--- src/rtl/fetch_unit.sv ---
// Instruction-fetch stage: holds the PC, reads instruction memory over req/ack,
// and hands each instruction plus its PC+4 to decode under valid/ready.
module fetch_unit #(
    parameter logic [31:0] RESET_PC = 32'h0000_0000,
    parameter int          CNT_W    = 32
) (
    input  logic             CLK,
    input  logic             RST,
    output logic             imem_req,
    output logic [31:0]      imem_addr,
    input  logic             imem_ack,
    input  logic [31:0]      imem_rdata,
    output logic [31:0]      Ins,
    output logic [31:0]      nextPC,
    output logic             ins_valid,
    input  logic             ins_ready,
    input  logic             redirect,
    input  logic [31:0]      newPC,
    output logic             misalign,
    output logic [CNT_W-1:0] fetch_cnt
);

    typedef enum logic {S_FETCH, S_HOLD} state_t;

    localparam logic [31:0] RESET_PC_AL = {RESET_PC[31:2], 2'b00};

    state_t             state_q, state_d;
    logic [31:0]        pc_q, pc_d;
    logic [31:0]        addr_q, addr_d;
    logic               drop_q, drop_d;
    logic               req_q, req_d;
    logic [31:0]        ins_q, ins_d;
    logic [31:0]        npc_q, npc_d;
    logic               valid_q, valid_d;
    logic               mis_q, mis_d;
    logic [CNT_W-1:0]   cnt_q, cnt_d;

    logic [31:0]        pc_inc;
    logic [31:0]        target;
    logic               acked;
    logic               accept;

    assign pc_inc = pc_q + 32'd4;
    assign target = {newPC[31:2], 2'b00};
    assign acked  = req_q && imem_ack;
    assign accept = valid_q && ins_ready;

    always_comb begin
        state_d = state_q;
        pc_d    = pc_q;
        addr_d  = addr_q;
        drop_d  = drop_q;
        ins_d   = ins_q;
        npc_d   = npc_q;
        valid_d = valid_q;
        cnt_d   = cnt_q;

        case (state_q)
            S_FETCH: begin
                if (acked) begin
                    // Data is stale if a redirect arrived earlier or arrives now.
                    if (drop_q || redirect) begin
                        drop_d = 1'b0;
                    end else begin
                        ins_d   = imem_rdata;
                        npc_d   = pc_inc;
                        pc_d    = pc_inc;
                        valid_d = 1'b1;
                        state_d = S_HOLD;
                    end
                end else if (redirect && req_q) begin
                    drop_d = 1'b1;
                end
            end
            S_HOLD: begin
                if (accept) begin
                    cnt_d   = cnt_q + CNT_W'(1);
                    valid_d = 1'b0;
                    state_d = S_FETCH;
                end else if (redirect) begin
                    valid_d = 1'b0;
                    state_d = S_FETCH;
                end
            end
            default: state_d = S_FETCH;
        endcase

        if (redirect) begin
            pc_d = target;
        end

        mis_d = redirect && (newPC[1:0] != 2'b00);
        req_d = (state_d == S_FETCH);

        // The address only moves when a fresh request starts; an outstanding
        // request keeps its address until the memory acks it.
        if (req_d && (!req_q || acked)) begin
            addr_d = {pc_d[31:2], 2'b00};
        end
    end

    always_ff @(posedge CLK or negedge RST) begin
        if (!RST) begin
            state_q <= S_FETCH;
            pc_q    <= RESET_PC_AL;
            addr_q  <= RESET_PC_AL;
            drop_q  <= 1'b0;
            req_q   <= 1'b0;
            ins_q   <= 32'd0;
            npc_q   <= 32'd0;
            valid_q <= 1'b0;
            mis_q   <= 1'b0;
            cnt_q   <= '0;
        end else begin
            state_q <= state_d;
            pc_q    <= pc_d;
            addr_q  <= addr_d;
            drop_q  <= drop_d;
            req_q   <= req_d;
            ins_q   <= ins_d;
            npc_q   <= npc_d;
            valid_q <= valid_d;
            mis_q   <= mis_d;
            cnt_q   <= cnt_d;
        end
    end

    assign imem_req  = req_q;
    assign imem_addr = addr_q;
    assign Ins       = ins_q;
    assign nextPC    = npc_q;
    assign ins_valid = valid_q;
    assign misalign  = mis_q;
    assign fetch_cnt = cnt_q;

endmodule

--- config.mk ---
export PLATFORM = sky130hd
export DESIGN_NAME = fetch_unit
export DESIGN_NICKNAME = d
export VERILOG_FILES = /design/src/rtl/fetch_unit.sv
export SDC_FILE = /design/constraint.sdc
export NUM_CORES = 1
export LEC_CHECK = 0
export CORE_MARGIN = 3
export CORE_UTILIZATION = 44
export CTS_CLUSTER_DIAMETER = 40
export DETAILED_ROUTE_END_ITERATION = 16
export GPL_TIMING_DRIVEN = 0
export PLACE_DENSITY = 0.77
export RECOVER_POWER = 25
export REMOVE_ABC_BUFFERS = 1
export SLEW_MARGIN = 20
export SYNTH_ARGS = -nofsm -noshare
export SYNTH_HDL_FRONTEND = slang
export SYNTH_SLANG_ARGS = --single-unit
--- constraint.sdc ---
create_clock -name CLK -period 2.12 [get_ports CLK]
set_input_delay 0.318 -clock CLK [delete_from_list [all_inputs] [get_ports CLK]]
set_output_delay 0.318 -clock CLK [all_outputs]
set_load 0.005 [all_outputs]
==> results.sh <==
export IMPL_crit_fanout=7
export IMPL_syn_area_um2=7520
export IMPL_drive_gt1_frac=0.137
export IMPL_synthCells=775
export IMPL_rsz0062_at_grt="true"
export IMPL_netlist_top_cells_area="dfrtp_1 53%, nand2_1 10%, xnor2_1 5.8%"
export IMPL_ys_seq_area_frac=0.529
export IMPL_grtUsageMet2=0.344
export IMPL_coreArea_um2=16600
export IMPL_drt_initial_drc_count=614
export IMPL_ant_nets=0
export IMPL_yosysUniqueCellTypes=51
export IMPL_ios=200
export IMPL_hold_slack_ns=0.340
export IMPL_path_class="flop to flop"
export IMPL_slew_headroom=0.217
export IMPL_grt_max_degree=86
export IMPL_start_util=0.452
export IMPL_clkTransAtPathRegs_ns=0.07
export IMPL_gr_usage_met1=0.306
export IMPL_ctsHtreeMaxLevel=4
export IMPL_grtUsageTotal=0.221
export IMPL_r2r_end="pc_q[28]"
export IMPL_slew_violations=0
export IMPL_ys_seq_elements=159
export IMPL_grt_use_met3=0.0434
export IMPL_total_power_mw=11.4
export IMPL_wirelength_mm=21.0
export IMPL_holdCritStartpoint="redirect"
export IMPL_io_buffer_count=195
export IMPL_reg2regPathDepth=6
export IMPL_fmax_ghz=0.473
export IMPL_clkLatencyLatePin_ns=0.44
export IMPL_vias=6348
export IMPL_area_growth_pct=42.7
export IMPL_synth_edf_count=0
export IMPL_cts_tree="done"
export IMPL_vias_per_cell=5.26
export IMPL_antenna_found_initial=0
export IMPL_clock_skew_ns=0.0196
export IMPL_ir_worst_vdd_v=0.000599
export IMPL_cp_required_ns=2.42
export IMPL_num_rows=47
export IMPL_holdPathStages=3
export IMPL_wl_per_cell_um=17.4
export IMPL_hold_end="pc_q[21]"
export IMPL_maxCapViolations=0
export IMPL_die_y_um=137
export IMPL_drcViolationCount=0
export IMPL_cts_max_path_buffers=2
export IMPL_holdCritPathClass="primary input to flop"
export IMPL_reg2reg_slack_ns=0.006
export IMPL_stdcell_count=1207
export IMPL_final_nets=1045
export IMPL_grt_pass1_wl_mm=32.2
export IMPL_synth_top_area_frac=0.529
export IMPL_grt_pass1_vias=6011
export IMPL_drt_pre_antenna_iters=5
export IMPL_worstPathArrival_ns=2.41
export IMPL_dpl_hpwl_mm=13.6
export IMPL_cts_root_buffer="clkbuf_16"
export IMPL_final_core_util=0.645
export IMPL_path_cells="ha_4 -> nand4_4 -> or4_4 -> nor3_1 -> xnor2_1 -> o21ai_1"
export IMPL_ys_warn_count=0
export IMPL_worst_pin_slew_ns=1.17
export IMPL_dp_cells=1148
export IMPL_finalWorstPathRequiredPeriod_ns=2.11
export IMPL_total_leakage_power_nw=4.54
export IMPL_worstSetupEndpointType="flop"
export IMPL_grt_busiest_layer="met2"
export IMPL_synth_top_area_cell="dfrtp_1"
export IMPL_syn_avg_cell_area_um2=9.70
export IMPL_die_area_um2=18700
export IMPL_ys_top_cells_by_count="204 x nand2_1, 159 x dfrtp_1, 50 x xnor2_1, 43 x o21ai_0, 34 x xor2_1"
export IMPL_yosysMostFrequentCell="nand2_1"
export IMPL_period_share=0.997
export IMPL_status="complete, no violations"
export IMPL_setup_viol=0
export IMPL_crit_path_start_kind="flop"
export IMPL_cts_sinks=159
export IMPL_overflow=0
export IMPL_worstReg2RegStart="pc_q[2]"
export IMPL_cpPeakStageDelay_ns=0.63
export IMPL_place_congestion=0.845
export IMPL_antennaDiodeCount=0
export IMPL_slowest_stage="or4_4"
export IMPL_ys_async_sr_fraction=1.00
export IMPL_cts_buffers=17
export IMPL_die_width_um=137
export IMPL_hold_violations=0
export IMPL_ys_flop_type="dfrtp_1"
export IMPL_power_density_nw_per_um2=1060
==> power by group <==
group,internal (mW),switching [mW],leakage [nW]
Clock,1.96,1.26,0.300
Sequential,3.90,0.634,1.97
Combinational,2.15,1.48,2.27
==> worst max-delay path, delay by kind of cell (launching register included) <==
kind,cells,cell delay (ns)
and+or+nand+nor,3,1.08
xor gates and xnor gates,1,0.19
DFF,1,0.43
adders and majority gates,1,0.20
AOI/OAI and AO/OA,1,0.09
==> final cells by class <==
cell class / instances / area [µm²]
inverter: 5 / 22.5
timing repair buffer: 225 / 2310
tap: 220 / 275
fill: 1292 / 5910
sequential: 159 / 4000
multi-input combinational: 565 / 3490
clock buffer: 21 / 470
clock inverter: 11 / 154
timing repair inverter: 1 / 5.00
==> kinds of logic after synthesis <==
logic type / after synthesis / synth area share
AO/OA/AOI/OAI: 93 / 0.0724
XOR/XNOR: 84 / 0.0978
adder cells (fa/ha/maj): 2 / 0.00333
buffers and inverters: 55 / 0.0328
flip-flops: 159 / 0.529
multiplexers: 19 / 0.0279
other: 1 / 0.000499
AND/OR/NAND/NOR: 362 / 0.236
==> how the worst max path moves through the flow <==
| stage | start | endpoint | depth (start not counted) |
|---|---|---|---|
| 2_1_floorplan | state_q | imem_addr[18] | 5 |
| 3_3_place_gp | RST | nextPC[2] | 1 |
| 3_5_place_dp | redirect | imem_addr[12] | 5 |
| 4_1_cts | pc_q[8] | nextPC[28] | 5 |
| 5_1_grt | state_q | imem_addr[11] | 5 |
| 6_report | pc_q[2] | pc_q[28] | 6 |
==> cell usage in the layout, fill, tap and decap left out, drive strengths merged, types with 3 or more instances in the layout <==
cell type and count:
xor2 34, and3 7, or4 6, buf 28, mux2i 3, a31oi 3
o22ai 5, clkdlybuf4s50 193, nand3 34, a221o 8, a21oi 16, nand2 204
clkinv 4, and4 9, nor3 22, xnor2 50, inv 6, clkbuf 23
mux2 16, nor2 29, nor4 14, nand4 23, clkinvlp 4, conb 4
nor2b 3, bufinv 3, dfrtp 159, o21ai 53, and2 6
==> per-layer routing <==
metal	routed length, µm	vias up
met5	0	-
met4	462	0
met3	1190	41
met2	9940	240
met1	9420	3025
li1	-	3042
==> stage by stage <==
step                      instance area [µm²]  setup WS (ns)  TNS (ns)
final                                   10700        0.00554         0
after global routing                    10700        -0.0645    -0.152
after CTS                               10500        0.00200         0
after detailed placement                 9690          -1.00    -65.81
after global placement                   9530          -5.82  -1315.52
after floorplan                          7300          -1.77    -95.00
==> state kept, by name, indices dropped and copies added, names as in the netlist <==
signal     flops
fetch_cnt     32
imem_req       1
drop_q         1
misalign       1
nextPC        30
pc_q          30
imem_addr     30
state_q        1
ins_valid      1
Ins           32
==> what timing repair did <==
item	in CTS	in global routing
gates resized for setup	22	19
hold endpoints to repair	84	0
cloned	1	3
pin swaps	4	6
buffers inserted	8	14
endpoints found under the setup margin	103	75
hold buffers	1	0
No activity file was read; power rests on OpenSTA's default activity.
